### src/rtl/uart_tx_buffered_pkg.sv
// Shared definitions for the buffered UART transmit path: parity codes,
// transmitter FSM states, default sizing and the parity-mode decoder.
package uart_tx_buffered_pkg;

    localparam int unsigned UART_DEF_FIFO_DEPTH = 16;
    localparam int unsigned UART_DEF_DIV_WIDTH  = 16;

    typedef enum logic [2:0] {
        UART_PAR_NONE  = 3'd0,
        UART_PAR_ODD   = 3'd1,
        UART_PAR_EVEN  = 3'd2,
        UART_PAR_MARK  = 3'd3,
        UART_PAR_SPACE = 3'd4
    } uart_par_e;

    typedef enum logic [2:0] {
        TX_IDLE   = 3'd0,
        TX_START  = 3'd1,
        TX_DATA   = 3'd2,
        TX_PARITY = 3'd3,
        TX_STOP   = 3'd4,
        TX_BREAK  = 3'd5
    } tx_state_e;

    // Unused codes 5..7 fall back to no parity.
    function automatic uart_par_e uart_par_decode(input logic [2:0] code);
        case (code)
            3'd1:    return UART_PAR_ODD;
            3'd2:    return UART_PAR_EVEN;
            3'd3:    return UART_PAR_MARK;
            3'd4:    return UART_PAR_SPACE;
            default: return UART_PAR_NONE;
        endcase
    endfunction

endpackage

### src/rtl/uart_sync_fifo.sv
// Synchronous FIFO with push/pop/flush and an explicit occupancy count.
// Depth must be a power of two so the pointers wrap naturally.
module uart_sync_fifo #(
    parameter int unsigned P_WIDTH = 8,
    parameter int unsigned P_DEPTH = 16,
    localparam int unsigned AW = $clog2(P_DEPTH),
    localparam int unsigned LW = $clog2(P_DEPTH) + 1
) (
    input  logic               clock,
    input  logic               reset,
    input  logic               flush,
    input  logic               push,
    input  logic [P_WIDTH-1:0] push_data,
    input  logic               pop,
    output logic [P_WIDTH-1:0] pop_data,
    output logic [LW-1:0]      level,
    output logic               full,
    output logic               empty
);

    logic [P_WIDTH-1:0] mem [P_DEPTH];
    logic [AW-1:0]      wr_ptr;
    logic [AW-1:0]      rd_ptr;
    logic               do_push;
    logic               do_pop;

    assign full     = (level == LW'(P_DEPTH));
    assign empty    = (level == '0);
    assign do_push  = push & ~full & ~flush;
    assign do_pop   = pop & ~empty & ~flush;
    assign pop_data = mem[rd_ptr];

    // Storage write port; no reset needed on the data array.
    always_ff @(posedge clock) begin
        if (!reset && do_push) begin
            mem[wr_ptr] <= push_data;
        end
    end

    // Pointer and level bookkeeping; flush and reset both empty the FIFO.
    always_ff @(posedge clock) begin
        if (reset || flush) begin
            wr_ptr <= '0;
            rd_ptr <= '0;
            level  <= '0;
        end else begin
            if (do_push) begin
                wr_ptr <= wr_ptr + AW'(1);
            end
            if (do_pop) begin
                rd_ptr <= rd_ptr + AW'(1);
            end
            case ({do_push, do_pop})
                2'b10:   level <= level + LW'(1);
                2'b01:   level <= level - LW'(1);
                default: level <= level;
            endcase
        end
    end

endmodule

### src/rtl/uart_tx_buffered.sv
// Buffered UART transmitter: a push FIFO feeding a runtime-configurable
// serialiser (divisor, data bits, parity, stop bits, break).
module uart_tx_buffered
    import uart_tx_buffered_pkg::*;
#(
    parameter int unsigned P_SYSTEM_CLK      = 50000000,
    parameter int unsigned P_UART_BUADRATE   = 115200,
    parameter int unsigned P_UART_DATA_WIDTH = 8,
    parameter int unsigned P_FIFO_DEPTH      = UART_DEF_FIFO_DEPTH,
    parameter int unsigned P_DIV_WIDTH       = UART_DEF_DIV_WIDTH
) (
    input  logic                               clock,
    input  logic                               reset,
    input  logic [P_UART_DATA_WIDTH-1:0]       i_user_tx_data,
    input  logic                               i_user_tx_valid,
    output logic                               o_user_tx_ready,
    input  logic [P_DIV_WIDTH-1:0]             i_cfg_div,
    input  logic [3:0]                         i_cfg_data_bits,
    input  logic [2:0]                         i_cfg_parity,
    input  logic                               i_cfg_stop2,
    input  logic                               i_cfg_break,
    input  logic                               i_flush,
    output logic                               o_uart_tx,
    output logic                               o_tx_busy,
    output logic                               o_frame_done,
    output logic [$clog2(P_FIFO_DEPTH):0]      o_fifo_level
);

    localparam int unsigned W = P_UART_DATA_WIDTH;
    localparam logic [P_DIV_WIDTH-1:0] DIV_RST  = P_DIV_WIDTH'(P_SYSTEM_CLK / P_UART_BUADRATE);
    localparam logic [P_DIV_WIDTH-1:0] DIV_ONE  = P_DIV_WIDTH'(1);
    localparam logic [P_DIV_WIDTH-1:0] DIV_MIN  = P_DIV_WIDTH'(2);
    localparam logic [3:0]             MAX_BITS = 4'(P_UART_DATA_WIDTH);

    tx_state_e          state;
    tx_state_e          state_nxt;
    logic               line_nxt;
    logic               tx;

    logic               fifo_push;
    logic               fifo_pop;
    logic               fifo_full;
    logic               fifo_empty;
    logic [W-1:0]       pop_data;

    logic [P_DIV_WIDTH-1:0] div_eff;
    logic [3:0]         bits_eff;
    uart_par_e          par_mode;
    logic [W-1:0]       data_mask;
    logic [W-1:0]       data_masked;
    logic               par_en_eff;
    logic               par_bit_eff;

    logic [P_DIV_WIDTH-1:0] cnt;
    logic [P_DIV_WIDTH-1:0] div_l;
    logic [3:0]         bits_l;
    logic [3:0]         bit_idx;
    logic [W-1:0]       shift;
    logic               par_en_l;
    logic               par_bit_l;
    logic               stop2_l;
    logic               stop_second;
    logic               brk_stop;

    logic               frame_start;
    logic               bit_end;
    logic               last_stop;

    assign o_user_tx_ready = ~reset & ~fifo_full & ~i_flush;
    assign fifo_push       = i_user_tx_valid & o_user_tx_ready;
    assign o_uart_tx       = tx;
    assign o_tx_busy       = (state != TX_IDLE);
    assign bit_end         = (cnt == '0);
    assign last_stop       = ~stop2_l | stop_second | brk_stop;
    assign o_frame_done    = (state == TX_STOP) & bit_end & last_stop & ~brk_stop;

    uart_sync_fifo #(
        .P_WIDTH (W),
        .P_DEPTH (P_FIFO_DEPTH)
    ) u_fifo (
        .clock     (clock),
        .reset     (reset),
        .flush     (i_flush),
        .push      (fifo_push),
        .push_data (i_user_tx_data),
        .pop       (fifo_pop),
        .pop_data  (pop_data),
        .level     (o_fifo_level),
        .full      (fifo_full),
        .empty     (fifo_empty)
    );

    // Sanitise the live configuration and precompute the frame's parity bit.
    always_comb begin
        div_eff  = (i_cfg_div < DIV_MIN) ? DIV_MIN : i_cfg_div;
        bits_eff = (i_cfg_data_bits < 4'd5 || i_cfg_data_bits > MAX_BITS) ? MAX_BITS : i_cfg_data_bits;
        par_mode = uart_par_decode(i_cfg_parity);
        data_mask = '0;
        for (int unsigned i = 0; i < W; i++) begin
            data_mask[i] = (4'(i) < bits_eff);
        end
        data_masked = pop_data & data_mask;
        par_en_eff  = (par_mode != UART_PAR_NONE);
        case (par_mode)
            UART_PAR_ODD:  par_bit_eff = ~(^data_masked);
            UART_PAR_EVEN: par_bit_eff = ^data_masked;
            UART_PAR_MARK: par_bit_eff = 1'b1;
            default:       par_bit_eff = 1'b0;
        endcase
    end

    // State register; the line is registered from the next-state value so
    // it changes in the same cycle the FSM enters a new bit.
    always_ff @(posedge clock) begin
        if (reset) begin
            state <= TX_IDLE;
            tx    <= 1'b1;
        end else begin
            state <= state_nxt;
            tx    <= line_nxt;
        end
    end

    // Next-state, next line level and FIFO pop decisions.
    always_comb begin
        state_nxt   = state;
        line_nxt    = 1'b1;
        fifo_pop    = 1'b0;
        frame_start = 1'b0;
        case (state)
            TX_IDLE: begin
                if (i_cfg_break) begin
                    state_nxt = TX_BREAK;
                    line_nxt  = 1'b0;
                end else if (!fifo_empty) begin
                    fifo_pop    = 1'b1;
                    frame_start = 1'b1;
                    state_nxt   = TX_START;
                    line_nxt    = 1'b0;
                end
            end
            TX_START: begin
                line_nxt = 1'b0;
                if (bit_end) begin
                    state_nxt = TX_DATA;
                    line_nxt  = shift[0];
                end
            end
            TX_DATA: begin
                line_nxt = shift[0];
                if (bit_end) begin
                    if (bit_idx == bits_l - 4'd1) begin
                        if (par_en_l) begin
                            state_nxt = TX_PARITY;
                            line_nxt  = par_bit_l;
                        end else begin
                            state_nxt = TX_STOP;
                            line_nxt  = 1'b1;
                        end
                    end else begin
                        line_nxt = shift[1];
                    end
                end
            end
            TX_PARITY: begin
                line_nxt = par_bit_l;
                if (bit_end) begin
                    state_nxt = TX_STOP;
                    line_nxt  = 1'b1;
                end
            end
            TX_STOP: begin
                line_nxt = 1'b1;
                if (bit_end && last_stop) begin
                    if (!fifo_empty && !i_cfg_break) begin
                        fifo_pop    = 1'b1;
                        frame_start = 1'b1;
                        state_nxt   = TX_START;
                        line_nxt    = 1'b0;
                    end else begin
                        state_nxt = TX_IDLE;
                    end
                end
            end
            TX_BREAK: begin
                line_nxt = 1'b0;
                if (!i_cfg_break) begin
                    state_nxt = TX_STOP;
                    line_nxt  = 1'b1;
                end
            end
            default: begin
                state_nxt = TX_IDLE;
            end
        endcase
    end

    // Bit timer, data shifter and per-frame configuration latch.
    always_ff @(posedge clock) begin
        if (reset) begin
            cnt         <= '0;
            div_l       <= DIV_RST;
            bits_l      <= MAX_BITS;
            bit_idx     <= '0;
            shift       <= '0;
            par_en_l    <= 1'b0;
            par_bit_l   <= 1'b0;
            stop2_l     <= 1'b0;
            stop_second <= 1'b0;
            brk_stop    <= 1'b0;
        end else if (frame_start) begin
            cnt         <= div_eff - DIV_ONE;
            div_l       <= div_eff;
            bits_l      <= bits_eff;
            bit_idx     <= '0;
            shift       <= data_masked;
            par_en_l    <= par_en_eff;
            par_bit_l   <= par_bit_eff;
            stop2_l     <= i_cfg_stop2;
            stop_second <= 1'b0;
            brk_stop    <= 1'b0;
        end else begin
            case (state)
                TX_START, TX_PARITY: begin
                    cnt <= bit_end ? div_l - DIV_ONE : cnt - DIV_ONE;
                end
                TX_DATA: begin
                    if (bit_end) begin
                        cnt     <= div_l - DIV_ONE;
                        shift   <= shift >> 1;
                        bit_idx <= bit_idx + 4'd1;
                    end else begin
                        cnt <= cnt - DIV_ONE;
                    end
                end
                TX_STOP: begin
                    if (bit_end) begin
                        cnt         <= div_l - DIV_ONE;
                        stop_second <= 1'b1;
                    end else begin
                        cnt <= cnt - DIV_ONE;
                    end
                end
                TX_BREAK: begin
                    // The post-break stop period always lasts one bit at the live divisor.
                    if (!i_cfg_break) begin
                        cnt      <= div_eff - DIV_ONE;
                        brk_stop <= 1'b1;
                    end
                end
                default: begin
                    cnt <= cnt;
                end
            endcase
        end
    end

endmodule

### config.mk
export PLATFORM = sky130hd
export DESIGN_NAME = uart_tx_buffered
export DESIGN_NICKNAME = d
export VERILOG_FILES = /design/src/rtl/uart_tx_buffered_pkg.sv /design/src/rtl/uart_sync_fifo.sv /design/src/rtl/uart_tx_buffered.sv
export SDC_FILE = /design/constraint.sdc
export NUM_CORES = 1
export LEC_CHECK = 0
export BUFFER_PORTS_ARGS = -buffer_cell sky130_fd_sc_hd__buf_2
export CAP_MARGIN = 20
export CORE_MARGIN = 1
export CORE_UTILIZATION = 55
export DETAILED_ROUTE_END_ITERATION = 12
export PLACE_DENSITY = 0.82
export SLEW_MARGIN = 0
export SYNTH_ARGS = -nofsm -noshare
export SYNTH_HDL_FRONTEND = slang
export SYNTH_SLANG_ARGS = --single-unit
export TNS_END_PERCENT = 30
### constraint.sdc
create_clock -name clock -period 9.9 [get_ports clock]
set_input_delay 0.495 -clock clock [delete_from_list [all_inputs] [get_ports clock]]
set_output_delay 0.495 -clock clock [all_outputs]
set_load 0.005 [all_outputs]
==> Implementation_results.wiki <==
{| class="wikitable"
! Metric !! Value
|-
| Fraction of layout instances using a drive strength above 1 || 0.159
|-
| Final critical-path share of the clock period || 0.356
|-
| Final period demand of the worst path || 3520 ps
|-
| CP Cell Sequence || nor4_1 > and4b_1 > a31oi_1 > nor2_1 > nand2_1 > nor2_1 > ha_1 > inv_1 > fa_1 > inv_1 > a21o_1 > a21oi_1 > xnor2_1 > or3_1 > a21oi_1
|-
| Status || finished clean
|-
| Die boundary height || 132 um
|-
| Synth Area per Inst || 11.7 um2
|-
| Floorplan die area || 17,400 um2
|-
| Diode insertion count for antenna repair || 0
|-
| Most common flop cell mapped by yosys || edfxtp_1
|-
| Dominant combinational cell family by area after synthesis || simple AND/OR/NAND/NOR gates
|-
| Mux share of post-synthesis cell area || 0.0964
|-
| Worst EP required || 10,310 ps
|-
| All-Layer GR Usage || 0.235
|-
| Net count of the finished layout || 882
|-
| Max transition margin || 0.237
|-
| Initial DRC count || 436
|-
| TritonCTS clock tree || built
|-
| Netlist area before placement || 9270 um2
|-
| Cell count along the critical path || 15
|-
| Worst reg-to-reg setup slack || 6380 ps
|-
| Drt drc || 0
|-
| Worst Hold Endpoint || stop2_l
|-
| Global-route congestion overflow total || 0
|-
| Number of nets with antenna violations after detailed routing || 0
|-
| Final routed wirelength across all metal layers || 20,100 um
|-
| Initial antenna violation count || 0
|-
| Synthesis Warnings || 0
|-
| Share of synthesized area occupied by flip-flops and latches || 0.575
|-
| Synth Net Count || 841
|-
| Design Area, Final || 10,400 um2
|-
| Worst Tran Pin Value || 1120 ps
|-
| Worst Setup Start Kind || flip-flop
|-
| Async set or reset register ratio after synthesis || 0
|-
| Core area || 16,500 um2
|-
| HPWL Detailed || 13,100 um
|-
| Area after DPL || 9690 um2
|-
| Setup total negative slack || 0 ps
|-
| Vias in the first global route || 6,224
|-
| Adder and majority cell fraction of the synthesized area || 0.0197
|-
| Setup slack after layout || 6380 ps
|-
| Die width || 132 um
|-
| Buffers and inverters on the worst path || 2
|-
| CTS sink cnt || 202
|-
| Pins over their slew limit || 0
|-
| Maximum level of the CTS H-tree || 1
|-
| Final hold vios || 0
|-
| Detailed-router iteration count before antenna repair || 5
|-
| Fillers || 1,238
|-
| Maximum frequency from static timing analysis || 284 MHz
|-
| Clock-pin slew reported for the worst setup and hold paths after clock tree synthesis || 60 ps
|-
| First-pass GRT wire length || 32,300 um
|-
| Peak fanout along the critical path || 5
|-
| Number of synthesized flops with an enable pin || 128
|-
| Kind of critical path || reg -> reg
|-
| Routability congestion estimate || 0.908
|-
| Post-synthesis cell type with the largest combined area || edfxtp_1
|-
| Via total after detailed routing || 6,440
|-
| Crit path arrival time || 3940 ps
|-
| Capturing point of the worst reg2reg path || u_fifo.level[4]
|-
| Gate count of the mapped netlist || 790
|-
| Class of the most critical hold timing path || in -> reg
|-
| Share of the synthesized area in the top cell type || 0.415
|-
| Count of unique library cells instantiated by Yosys || 61
|-
| Maximum number of buffers from clock root to sink || 3
|-
| Power Dens Cells || 220 nW/um2
|-
| Largest net degree at the start of global routing || 61
|-
| Final routed wire length divided by cell count || 18.9 um
|-
| Static leakage power || 3.47 nW
|-
| Setup repair after global routing missed its margin || false
|-
| Simple logic cell fraction of the synthesized area || 0.137
|-
| Post-synthesis sequential element count || 202
|-
| Pre-CTS setup slack || 6150 ps
|-
| Type of element capturing the critical path || flip-flop
|-
| Origin of the critical flop-to-flop path || cnt[0]
|-
| Startpoint of the lowest-slack hold path || i_cfg_stop2
|-
| Buffers on Ports || 45
|-
| Total setup buffers inserted after CTS || 0
|-
| CP peak stage delay || 500 ps
|-
| Via count normalized by instance count || 6.05
|-
| I/O pin cnt || 46
|-
| Clk Latency, worst-skew pair || 500 ps
|-
| Worst Hold Depth || 3
|-
| Number of setup violations in the final report || 0
|-
| Final worst clock skew || 12.1 ps
|-
| Worst supply voltage drop on vdd || 0.161 mV
|-
| Area growth from synthesis to layout || 11.8%
|-
| Cell Count Post-Placement || 1,027
|-
| Slowest cell on the critical path || nor4_1
|-
| Tot Pwr || 2.28 mW
|-
| Starting utilization of the core area || 0.561
|-
| Synth top area cells || edfxtp_1 (41%), dfxtp_1 (16%), mux4_2 (7.3%)
|-
| Number of CTS-inserted buffers || 21
|-
| Count of cells along the worst register-to-register path || 15
|-
| Xor-xnor portion of the synthesized cell area || 0.0440
|-
| Number of placement rows || 47
|-
| Buffer cell driving the clock tree root || clkbuf_16
|-
| Final standard cell count with taps included and fillers excluded || 1,065
|-
| Count of instances resized after the clock tree is built || 0
|-
| Synth Area in Compound Gates || 0.101
|-
| # hold bufs at CTS || 0
|-
| Number of max-cap violations || 0
|-
| CP delay by family, top || simple AND/OR/NAND/NOR gates
|}
==> logic make-up after synthesis <==
logic type               count (synthesis)
buffers and inverters                   60
multiplexers                            51
flip-flops                             202
XOR/XNOR                                45
AND/OR/NAND/NOR                        268
adder cells (fa/ha/maj)                 14
AO/OA/AOI/OAI                          150
==> layer usage <==
metal  vias to the layer above  global-route usage  part of all wire
met4                         0              0.0691             0.025
met1                      3087               0.310              0.41
met2                       296               0.404              0.50
met5                         -                   0                 0
met3                        43              0.0334             0.066
li1                       3014                   -                 -
==> sequential cells by signal, indices dropped and copies added, names as in the netlist, named ones only <==
| register | cells |
|---|---|
| bit_idx | 4 |
| bits_l | 4 |
| brk_stop | 1 |
| cnt | 16 |
| div_l | 16 |
| o_uart_tx | 1 |
| par_bit_l | 1 |
| par_en_l | 1 |
| shift | 8 |
| state | 3 |
| stop2_l | 1 |
| stop_second | 1 |
| u_fifo.level | 5 |
| u_fifo.mem | 128 |
| u_fifo.rd_ptr | 4 |
| u_fifo.wr_ptr | 4 |
==> through the flow <==
stage / hold WS, ps / util
after floorplan: 432 / -
after global placement: 442 / 0.586
after detailed placement: 451 / 0.586
after CTS: 228 / 0.627
after global routing: 234 / 0.627
final: 234 / 0.627
==> how the worst max path moves through the flow <==
stage	from	to	slack, ps
final	cnt[0]	u_fifo.level[4]	6380
after global routing	cnt[0]	u_fifo.level[4]	6140
after CTS	cnt[0]	u_fifo.level[4]	6410
after detailed placement	i_cfg_div[7]	cnt[12]	6150
after global placement	i_cfg_div[7]	cnt[12]	6310
after floorplan	u_fifo.level[0]	u_fifo.level[4]	6730
==> cell type report <==
type,count,area [um2],share of cell area
clock buffer,26,586,0.0565
timing repair buffer,58,320,0.0309
clock inverter,11,85.1,0.00821
inverter,20,75.1,0.00724
tap,220,275,0.0266
multi-input combinational,528,3700,0.357
sequential,202,5330,0.514
==> cell usage in the layout (no fill, tap or decap), types with 5 or more instances in the layout <==
master / count
a211o_1: 5
a211oi_1: 5
a21oi_1: 67
a22oi_1: 10
a311oi_1: 7
a31oi_1: 12
buf_2: 45
buf_4: 12
clkbuf_16: 22
dfxtp_1: 73
edfxtp_1: 128
ha_1: 13
inv_1: 20
mux2i_1: 17
mux4_2: 30
nand2_1: 93
nand2b_1: 10
nand3_1: 10
nand3b_1: 7
nor2_1: 69
nor3_1: 27
nor3b_1: 5
nor4_1: 11
o21ai_0: 16
or3_1: 9
xnor2_1: 24
xor2_1: 20
==> worst min-delay path, stage by stage <==
cell and delay, ps:
buf_2 100, nand2_1 40, a21oi_1 50
==> cell usage after synthesis, drive strengths merged (3+ instances only) <==
cell    instances
edfxtp        128
nand2b         10
nand3b          7
o21ai          20
and2            4
a31oi          12
nor2b           3
or4             3
mux2i          18
a311oi          7
a211o           5
and3            3
dfxtp          74
mux2            3
o211ai          4
inv            20
o31ai           4
nor4           14
buf            18
a21oi          67
nor3           28
a22oi          10
nand4           3
xnor2          24
mux4           30
nand2          93
or3             9
nor3b           5
nor2           70
nand3          10
clkbuf         22
ha             13
xor2           20
a21o            4
a211oi          5
==> power by group <==
group / total (mW) / switching [mW] / internal (mW)
Combinational: 0.544 / 0.328 / 0.216
Sequential: 0.970 / 0.0435 / 0.927
Clock: 0.765 / 0.319 / 0.446
(Power assumes the default switching activity.)
